## config.mk

```make
export PLATFORM = sky130hd
export DESIGN_NAME = cache_bus_sequencer_2_flat
export DESIGN_NICKNAME = d
export VERILOG_FILES = /design/src/rtl/cache_bus_sequencer_2_pkg.sv /design/src/rtl/cache_bus_sequencer_2_if.sv /design/src/rtl/cache_bus_sequencer_2_watchdog.sv /design/src/rtl/cache_bus_sequencer_2.sv /design/src/flat_wrapper.sv
export SDC_FILE = /design/constraint.sdc
export NUM_CORES = 1
export LEC_CHECK = 0
export BUFFER_PORTS_ARGS = -buffer_cell sky130_fd_sc_hd__buf_2
export CORE_MARGIN = 8
export CORE_UTILIZATION = 50
export CTS_CLUSTER_DIAMETER = 200
export DETAILED_ROUTE_END_ITERATION = 7
export MAX_ROUTING_LAYER = met4
export PLACE_DENSITY = 0.8
export SYNTH_ARGS = -nofsm -noshare
export SYNTH_HDL_FRONTEND = slang
export SYNTH_HIERARCHICAL = 1
export SYNTH_SLANG_ARGS = --single-unit
```

## constraint.sdc

```tcl
create_clock -name clk -period 3.2 [get_ports clk]
set_input_delay 0.48 -clock clk [delete_from_list [all_inputs] [get_ports clk]]
set_output_delay 0.48 -clock clk [all_outputs]
set_load 0.02 [all_outputs]
```

## src/rtl/cache_bus_sequencer_2_pkg.sv

```systemverilog
`default_nettype none
//--------------------------------------------------------------------
// cache_bus_sequencer_2_pkg : MESI, bus-op and sequencer state encodings
// Revision: 1.0
//--------------------------------------------------------------------
package cache_bus_sequencer_2_pkg;

  typedef enum logic [1:0] {
    MESI_INVALID   = 2'b00,
    MESI_SHARED    = 2'b01,
    MESI_EXCLUSIVE = 2'b10,
    MESI_MODIFIED  = 2'b11
  } mesi_t;

  typedef enum logic [1:0] {
    OP_RD  = 2'b00,
    OP_RDX = 2'b01,
    OP_INV = 2'b10
  } bus_op_t;

  typedef enum logic [2:0] {
    ST_IDLE     = 3'd0,
    ST_WB_REQ   = 3'd1,
    ST_WB_XFER  = 3'd2,
    ST_REQ      = 3'd3,
    ST_BCAST    = 3'd4,
    ST_WAIT_MEM = 3'd5,
    ST_DONE     = 3'd6
  } seq_state_t;

endpackage
`default_nettype wire

```

## src/rtl/cache_bus_sequencer_2_if.sv

```systemverilog
`default_nettype none
//--------------------------------------------------------------------
// cache_bus_sequencer_2_if : processor, cache-state and snoop-bus signals
// Revision: 1.0
//--------------------------------------------------------------------
interface cache_bus_sequencer_2_if #(
  parameter int ADDR_W = 32,
  parameter int MESI_W = 2
);
  logic              PrRd;
  logic              PrWr;
  logic [ADDR_W-1:0] Address;
  logic              Hit;
  logic [MESI_W-1:0] Current_MESI_state_proc;
  logic [MESI_W-1:0] Victim_MESI_state;
  logic [ADDR_W-1:0] Victim_Address;
  logic              Bus_grant;
  logic              Mem_ack;
  logic              Shared_in;
  logic              Bus_req;
  logic              BusRd;
  logic              BusRdX;
  logic              Invalidate;
  logic              Mem_wr;
  logic [ADDR_W-1:0] Address_Com;
  logic              Shared;
  logic              Fill_en;
  logic              Upd_en;
  logic              CPU_stall;
  logic              Bus_err;

  modport master (
    input  PrRd, PrWr, Address, Hit, Current_MESI_state_proc, Victim_MESI_state,
           Victim_Address, Bus_grant, Mem_ack, Shared_in,
    output Bus_req, BusRd, BusRdX, Invalidate, Mem_wr, Address_Com, Shared,
           Fill_en, Upd_en, CPU_stall, Bus_err
  );

  modport slave (
    output PrRd, PrWr, Address, Hit, Current_MESI_state_proc, Victim_MESI_state,
           Victim_Address, Bus_grant, Mem_ack, Shared_in,
    input  Bus_req, BusRd, BusRdX, Invalidate, Mem_wr, Address_Com, Shared,
           Fill_en, Upd_en, CPU_stall, Bus_err
  );
endinterface
`default_nettype wire

```

## src/rtl/cache_bus_sequencer_2_watchdog.sv

```systemverilog
`default_nettype none
//--------------------------------------------------------------------
// bus_watchdog_2 : load/increment counter flagging TIMEOUT-1 cycles waited
// Revision: 1.0
//--------------------------------------------------------------------
module bus_watchdog_2 #(
  parameter int TIMEOUT = 64,
  parameter int CNT_W   = 7
) (
  input  wire logic clk,
  input  wire logic rst,
  input  wire logic i_load,
  input  wire logic i_inc,
  output logic      o_expired
);
  logic [CNT_W-1:0] r_cnt;

  assign o_expired = (r_cnt == CNT_W'(TIMEOUT - 1));

  always_ff @(posedge clk) begin
    if (rst || i_load) begin
      r_cnt <= '0;
    end else if (i_inc && !o_expired) begin
      r_cnt <= r_cnt + 1'b1;
    end
  end
endmodule
`default_nettype wire

```

## src/rtl/cache_bus_sequencer_2.sv

```systemverilog
`default_nettype none
//--------------------------------------------------------------------
// cache_bus_sequencer_2 : snoop-bus sequencer for one L1 (writeback, broadcast, fill)
// Revision: 1.0
//--------------------------------------------------------------------
module cache_bus_sequencer_2
  import cache_bus_sequencer_2_pkg::*;
#(
  parameter int ADDR_W  = 32,
  parameter int MESI_W  = 2,
  parameter int TIMEOUT = 64,
  parameter int CNT_W   = 7
) (
  input wire logic clk,
  input wire logic rst,
  cache_bus_sequencer_2_if.master bus
);
  seq_state_t        r_state, w_next;
  bus_op_t           r_op, w_op;
  logic [ADDR_W-1:0] r_addr, r_victim_addr;
  logic              r_shared;
  logic [MESI_W-1:0] w_cur_mesi, w_vic_mesi;
  logic              w_rd_miss, w_wr_miss, w_upgrade, w_trigger, w_dirty;
  logic              w_wait, w_expired;

  assign w_cur_mesi = bus.Current_MESI_state_proc;
  assign w_vic_mesi = bus.Victim_MESI_state;
  // PrRd together with PrWr is handled as a write
  assign w_rd_miss  = bus.PrRd & ~bus.PrWr & ~bus.Hit;
  assign w_wr_miss  = bus.PrWr & ~bus.Hit;
  assign w_upgrade  = bus.PrWr & bus.Hit & (w_cur_mesi == MESI_SHARED);
  assign w_trigger  = w_rd_miss | w_wr_miss | w_upgrade;
  assign w_dirty    = (w_rd_miss | w_wr_miss) & (w_vic_mesi == MESI_MODIFIED);
  assign w_op       = w_wr_miss ? OP_RDX : (w_upgrade ? OP_INV : OP_RD);
  assign w_wait     = (r_state == ST_WB_XFER) || (r_state == ST_WAIT_MEM);
  assign bus.Shared = r_shared;

  bus_watchdog_2 #(
    .TIMEOUT(TIMEOUT),
    .CNT_W  (CNT_W)
  ) u_watchdog (
    .clk      (clk),
    .rst      (rst),
    .i_load   (~w_wait),
    .i_inc    (w_wait),
    .o_expired(w_expired)
  );

  always_comb begin
    w_next          = r_state;
    bus.Bus_req     = 1'b0;
    bus.BusRd       = 1'b0;
    bus.BusRdX      = 1'b0;
    bus.Invalidate  = 1'b0;
    bus.Mem_wr      = 1'b0;
    bus.Address_Com = '0;
    bus.Fill_en     = 1'b0;
    bus.Upd_en      = 1'b0;
    bus.CPU_stall   = 1'b0;
    bus.Bus_err     = 1'b0;
    case (r_state)
      ST_IDLE: begin
        bus.CPU_stall = w_trigger;
        bus.Upd_en    = (bus.PrRd | bus.PrWr) & bus.Hit & ~w_upgrade;
        if (w_trigger) w_next = w_dirty ? ST_WB_REQ : ST_REQ;
      end
      ST_WB_REQ: begin
        bus.Bus_req   = 1'b1;
        bus.CPU_stall = 1'b1;
        if (bus.Bus_grant) w_next = ST_WB_XFER;
      end
      ST_WB_XFER: begin
        bus.Bus_req     = 1'b1;
        bus.CPU_stall   = 1'b1;
        bus.Mem_wr      = 1'b1;
        bus.Address_Com = r_victim_addr;
        if (bus.Mem_ack) begin
          w_next = ST_REQ;
        end else if (w_expired) begin
          bus.Bus_err = 1'b1;
          w_next      = ST_IDLE;
        end
      end
      ST_REQ: begin
        bus.Bus_req   = 1'b1;
        bus.CPU_stall = 1'b1;
        if (bus.Bus_grant) w_next = ST_BCAST;
      end
      ST_BCAST: begin
        bus.Bus_req     = 1'b1;
        bus.CPU_stall   = 1'b1;
        bus.Address_Com = r_addr;
        case (r_op)
          OP_RD:   bus.BusRd      = 1'b1;
          OP_RDX:  bus.BusRdX     = 1'b1;
          OP_INV:  bus.Invalidate = 1'b1;
          default: bus.BusRd      = 1'b0;
        endcase
        w_next = (r_op == OP_INV) ? ST_DONE : ST_WAIT_MEM;
      end
      ST_WAIT_MEM: begin
        bus.Bus_req     = 1'b1;
        bus.CPU_stall   = 1'b1;
        bus.Address_Com = r_addr;
        if (bus.Mem_ack) begin
          w_next = ST_DONE;
        end else if (w_expired) begin
          bus.Bus_err = 1'b1;
          w_next      = ST_IDLE;
        end
      end
      ST_DONE: begin
        bus.Upd_en  = 1'b1;
        bus.Fill_en = (r_op != OP_INV);
        w_next      = ST_IDLE;
      end
      default: w_next = ST_IDLE;
    endcase
  end

  always_ff @(posedge clk) begin
    if (rst) begin
      r_state       <= ST_IDLE;
      r_op          <= OP_RD;
      r_addr        <= '0;
      r_victim_addr <= '0;
      r_shared      <= 1'b0;
    end else begin
      r_state <= w_next;
      if (r_state == ST_IDLE && w_trigger) begin
        r_addr        <= bus.Address;
        r_victim_addr <= bus.Victim_Address;
        r_op          <= w_op;
      end
      if (r_state == ST_BCAST) r_shared <= bus.Shared_in;
    end
  end
endmodule
`default_nettype wire

```

## src/flat_wrapper.sv

```systemverilog
// flat-port wrapper written by rule: the top's interface ports become plain ports
module cache_bus_sequencer_2_flat import cache_bus_sequencer_2_pkg::*;
#(
  parameter int ADDR_W  = 32,
  parameter int MESI_W  = 2,
  parameter int TIMEOUT = 64,
  parameter int CNT_W   = 7
)
  (clk, rst, bus_PrRd, bus_PrWr, bus_Address, bus_Hit, bus_Current_MESI_state_proc, bus_Victim_MESI_state, bus_Victim_Address, bus_Bus_grant, bus_Mem_ack, bus_Shared_in, bus_Bus_req, bus_BusRd, bus_BusRdX, bus_Invalidate, bus_Mem_wr, bus_Address_Com, bus_Shared, bus_Fill_en, bus_Upd_en, bus_CPU_stall, bus_Bus_err);
  cache_bus_sequencer_2_if #(.ADDR_W(ADDR_W), .MESI_W(MESI_W)) bus_i ();
  input wire logic clk;
  input wire logic rst;
  input wire logic [$bits(bus_i.PrRd)-1:0] bus_PrRd;
  input wire logic [$bits(bus_i.PrWr)-1:0] bus_PrWr;
  input wire logic [$bits(bus_i.Address)-1:0] bus_Address;
  input wire logic [$bits(bus_i.Hit)-1:0] bus_Hit;
  input wire logic [$bits(bus_i.Current_MESI_state_proc)-1:0] bus_Current_MESI_state_proc;
  input wire logic [$bits(bus_i.Victim_MESI_state)-1:0] bus_Victim_MESI_state;
  input wire logic [$bits(bus_i.Victim_Address)-1:0] bus_Victim_Address;
  input wire logic [$bits(bus_i.Bus_grant)-1:0] bus_Bus_grant;
  input wire logic [$bits(bus_i.Mem_ack)-1:0] bus_Mem_ack;
  input wire logic [$bits(bus_i.Shared_in)-1:0] bus_Shared_in;
  output wire logic [$bits(bus_i.Bus_req)-1:0] bus_Bus_req;
  output wire logic [$bits(bus_i.BusRd)-1:0] bus_BusRd;
  output wire logic [$bits(bus_i.BusRdX)-1:0] bus_BusRdX;
  output wire logic [$bits(bus_i.Invalidate)-1:0] bus_Invalidate;
  output wire logic [$bits(bus_i.Mem_wr)-1:0] bus_Mem_wr;
  output wire logic [$bits(bus_i.Address_Com)-1:0] bus_Address_Com;
  output wire logic [$bits(bus_i.Shared)-1:0] bus_Shared;
  output wire logic [$bits(bus_i.Fill_en)-1:0] bus_Fill_en;
  output wire logic [$bits(bus_i.Upd_en)-1:0] bus_Upd_en;
  output wire logic [$bits(bus_i.CPU_stall)-1:0] bus_CPU_stall;
  output wire logic [$bits(bus_i.Bus_err)-1:0] bus_Bus_err;
  assign bus_i.PrRd = bus_PrRd;
  assign bus_i.PrWr = bus_PrWr;
  assign bus_i.Address = bus_Address;
  assign bus_i.Hit = bus_Hit;
  assign bus_i.Current_MESI_state_proc = bus_Current_MESI_state_proc;
  assign bus_i.Victim_MESI_state = bus_Victim_MESI_state;
  assign bus_i.Victim_Address = bus_Victim_Address;
  assign bus_i.Bus_grant = bus_Bus_grant;
  assign bus_i.Mem_ack = bus_Mem_ack;
  assign bus_i.Shared_in = bus_Shared_in;
  assign bus_Bus_req = bus_i.Bus_req;
  assign bus_BusRd = bus_i.BusRd;
  assign bus_BusRdX = bus_i.BusRdX;
  assign bus_Invalidate = bus_i.Invalidate;
  assign bus_Mem_wr = bus_i.Mem_wr;
  assign bus_Address_Com = bus_i.Address_Com;
  assign bus_Shared = bus_i.Shared;
  assign bus_Fill_en = bus_i.Fill_en;
  assign bus_Upd_en = bus_i.Upd_en;
  assign bus_CPU_stall = bus_i.CPU_stall;
  assign bus_Bus_err = bus_i.Bus_err;
  cache_bus_sequencer_2 #(.ADDR_W(ADDR_W), .MESI_W(MESI_W), .TIMEOUT(TIMEOUT), .CNT_W(CNT_W)) u_core (.clk(clk), .rst(rst), .bus(bus_i));
endmodule
```

Word-level counts from Yosys, hierarchy flattened
Cells that the tools add are included.
Widths: inputs -> output; s select.

storage, ports and cells
  register bits = 77
  input port bits = 76
  output and inout bits = 42
  word-level logic and storage cells = 74

operators by class
  $add $sub $neg = 1
  equal/unequal tests = 15
  mux-type cells = 26
  bitwise operators = 15
  reduce and logical (&&, ||, !) cells = 11

operator list
  cell                 count
  $pmux 32 s2          1
  $mux 3               6
  $pmux 3 s6           1
  $mux 1               12
  $eq 3x3->1 const B   3
  $and 1x1->1          8
  $mux 2               4
  $add 7x1->7 const B  1
  $eq 7x6->1 const B   1
  $eq 3x2->1 const B   2
  $ne 2x2->1 const B   3
  $reduce_or 5->1      1
  $eq 2x1->1 const B   2
  $eq 2x2->1 const B   2
  $not 1->1            4
  $pmux 1 s2           2
  $reduce_or 2->1      2
  $eq 3x1->1 const B   1
  $logic_not 3->1      1
  $or 1x1->1           3
  $reduce_and 3->1     1
  $logic_and 1x1->1    2
  $logic_not 2->1      1
  $logic_or 1x1->1     2
  other kinds (2)      2

Logic depth before layout (Yosys ltp)
  depth in word-level cells = 8
  mapped depth = 9
  gate-level depth less buffers = 9

By module
Netlist, hierarchy kept.

modules (own cells, without submodules)
  module                 instances  cells each  area an instance (um^2)  sequential area each (um^2)
  cache_bus_sequencer_2  1          386         3054.2                   1401.3
  bus_watchdog_2         1          36          341.6                    140.1

Worst setup path before layout
No wires, ideal clock.

  path type = flip-flop to output port
  start point = reg u_core.r_state[2]
  end point = out bus_BusRdX
  data arrival time = 1407 ps
  required time = 2720 ps
  slack = 1313 ps
  stages on the path, launching flop included = 4
  buffers on the path = 1
  cells stage by stage = dfxtp_1 > buf_4 > nand2_1 > nor4b_1

between the ends
  word-level cells in the longest chain between the ends = 2

ends and longest elaborated chain
  item                      line                          RTL
  start: declaration        cache_bus_sequencer_2.sv:18   seq_state_t r_state, w_next;
  start signal: assignment  cache_bus_sequencer_2.sv:129  r_state <= w_next;
  $eq 3x3->1                cache_bus_sequencer_2.sv:61   case (r_state)
  $mux 1                    cache_bus_sequencer_2.sv:61
  end: declaration          flat_wrapper.sv:25            output wire logic [$bits(bus_i.BusRdX)-1:0] bus_BusRdX;

Every way passes these cells.

Final worst setup path
  start point = reg u_core.r_state[2]
  end point = out bus_Address_Com[1]

between the ends
  word-level cells in the longest chain between the ends = 3
  elaborated cells on any way between the ends = 5
  those cells by class = eq/ne: 3; mux: 1; reduce/logical: 1

ends and longest elaborated chain
  item                       line                         RTL
  $eq 3x3->1                 cache_bus_sequencer_2.sv:61
  $reduce_or 2->1 (no line)  --
  $pmux 32 s2 (*)            cache_bus_sequencer_2.sv:61
  end: declaration           flat_wrapper.sv:28           output wire logic [$bits(bus_i.Address_Com)-1:0] bus_Address_Com;

Mark *: on every way between the ends. The rest lies on a longest branch, timed or not.

==> qor.txt <==
Post-Syn Instances = 422
most common cell in the netlist = nand2_1
Final Setup Violations = 0
nature of the critical path endpoint = primary output
GPL Wtd Cong = 0.851
Req. time, crit path = 2.72 ns
Fill cells = 605
Total Nets Final = 601
number of global-route vias before repair = 3253
I/O pin count = 118
CP Buf/Inv Count = 2
Initial Util = 50.8%
syn avg cell area = 8.05 sq um
Post-synth top cells = nand2_1 (143), dfxtp_1 (77), a21oi_1 (73)
Crit path arrival time = 2.25 ns
# Post-CTS Setup Buffers = 0
Int Power = 0.00161 W
dpl cell area = 3930 sq um
YS warnings = 6
pre-CTS setup slack = 0.829 ns
Root Buffer = clkbuf_8
Slew Limit Fails = 0
P_leak = 1.79 nW
post-cts resize count = 0
Final ANT Viol Nets = 0
Max-Cap Viols = 0
TNS Setup = 0 ns
CTS tree = done
Vias = 3316
Metal-1 WL = 3980 um
Crit Path Category = reg2out
Comb power frac = 22.0%
synth-to-layout area growth = 21.4%
RSZ-0062 raised after global routing = no
Seq pwr share = 48.0%
Max Used Layer = met4
TritonRoute pass-1 iters = 4
Synth top area share = 45.4%
highest clock rate = 366 MHz
first-pass GRT wire length = 15000 um
Yosys cell types = 47
Area contributors post-synth = dfxtp_1 (45%), nand2_1 (16%), a21oi_1 (11%), a22o_1 (8.3%), buf_6 (3.3%)
clk buf depth = 2
Post-Syn Area = 3400 sq um
outcome = finished clean
gr usage total = 19.2%
TritonCTS Sinks = 77
Final period util = 85.5%
layout cell share with drive strength beyond 1 = 28.2%
floorplan core area = 6680 sq um
Sw Ratio = 32.0%
worst-case vdd ir drop = 0.346 mV
H-tree levels = 3
diode count = 0
relative slew slack = 52.8%
FP Rows = 30
register area share after synthesis = 45.4%
final instance area = 4120 sq um
CTS Buf Count = 9
WL/cell = 14.9 um
die height = 98.4 um
initial antenna violation count = 0
worst skew pair latency = 0.34 ns
delay-heaviest family, CP = flip-flops
cell taking the most area after synthesis = dfxtp_1
die footprint = 9680 sq um
CP Max Fanout = 24
multi-input combinational cell area = 1620 sq um
final hold vios = 0
gr ovfl total = 0
min Tclk post-route = 2.73 ns
PD cells = 572 nW/um^2
clk_skew = 0.00765 ns
crit path cell chain = nor2b_2 > buf_4 > a22o_1 > buf_2
clock-pin slew on the worst setup and hold paths = 0.08 ns
Post-synth EDFFs = 0
die width = 98.4 um
First DRT Iteration DRCs = 166
worst min-delay path class = in2reg
buffers added on ports = 117
worst setup margin = 0.465 ns
pin count of the biggest net entering global routing = 40
Slowest Stage Delay on Critical Path = 0.65 ns
DRC viols = 0
Slowest-stage cell, CP = dfxtp_1
Post-CTS Hold Buffers = 0
hpwl dp = 6600 um
DR vias/cell = 5.44
register bit total from synthesis = 77
FF+latch area = 1540 sq um
ys async rst share = 0%
post-synthesis net count = 499
metal3 WL = 601 um
P_sw = 0.000754 W
metal2 WL = 4370 um
worst slew pin tran = 0.705 ns
main flop type after synthesis = dfxtp_1
Startpoint Class = flop
final wirelength = 9090 um
Clk pwr share = 30.0%
## state kept, by name, indices dropped and copies added, names as in the netlist
signal,cells
u_core/r_state,3
u_core/bus.Shared,1
u_core/u_watchdog/r_cnt,7
u_core/r_addr,32
u_core/r_op,2
u_core/r_victim_addr,32
## metal layers
metal	vias to the layer above	global-route usage [%]
met5	-	-
met1	1533	23.1
met2	122	29.9
met4	0	8.97
met3	12	4.30
li1	1649	-
## layout make-up
class / count / share of cell area [%]
Clock buffer: 10 / 3.10
Clock inverter: 6 / 1.55
Inverter: 4 / 0.364
Multi-Input combinational cell: 308 / 39.4
Sequential cell: 77 / 37.4
Tap cell: 80 / 2.43
Timing Repair Buffer: 124 / 15.8
## cells in the final DEF (no fill, tap or decap), drive strengths merged, types with 3 or more instances in the layout
cell type,netlist,final
and2,3,3
nand3,5,5
o21ai,5,5
inv,4,4
a22o,32,32
nor2b,5,5
nor2,4,4
clkinv,0,3
clkbuf,12,10
nand2,143,143
a31oi,4,4
nor3,4,4
buf,21,124
a21oi,73,73
dfxtp,77,77
## kinds of logic (layout without fill, tap and decap cells)
family | count (synthesis) | after routing | synth area share, %
AO/OA/AOI/OAI | 124 | 124 | 23.0
buffers and inverters | 37 | 144 | 6.96
AND/OR/NAND/NOR | 181 | 181 | 23.7
adder cells (fa/ha/maj) | 1 | 1 | 0.368
multiplexers | 2 | 2 | 0.590
flip-flops | 77 | 77 | 45.4
## stage by stage
step                power, W  utilization [%]  hold WS (ns)  instances
floorplan            0.00155                -         0.416        422
global placement     0.00166             58.8         0.432        593
detailed placement   0.00167             58.8         0.442        593
CTS                  0.00238             61.7         0.355        609
global route         0.00250             61.7         0.345        609
finish               0.00236             61.7         0.370        609
## power by group through the flow
stage	registers, W	logic (W)	clock network [W]
3_3_place_gp	0.00115	0.000505	0
5_1_grt	0.00114	0.000580	0.000774
4_1_cts	0.00113	0.000522	0.000723
3_5_place_dp	0.00115	0.000520	0
2_1_floorplan	0.00111	0.000433	0
6_report	0.00113	0.000520	0.000707
## worst register-to-register path, stage by stage, from the launching register on
cell      delay [ns]
dfxtp_1         0.65
nor2b_2         0.54
a21oi_1         0.23
nor2_1          0.43
o311ai_1        0.18
o41ai_1         0.09
## final timing paths
kind | from | to | slack, ns | depth (start not counted)
worst max-delay path | u_core/r_state[2] | bus_Address_Com[1] | 0.47 | 4
worst min-delay path | bus_Victim_Address[22] | u_core/r_victim_addr[22] | 0.37 | 3
worst min register to register | u_core/u_watchdog/r_cnt[6] | u_core/u_watchdog/r_cnt[6] | 0.45 | 2
worst max register to register | u_core/r_state[2] | u_core/u_watchdog/r_cnt[5] | 1.00 | 5
Note: power is estimated with default switching activity, not from simulation.
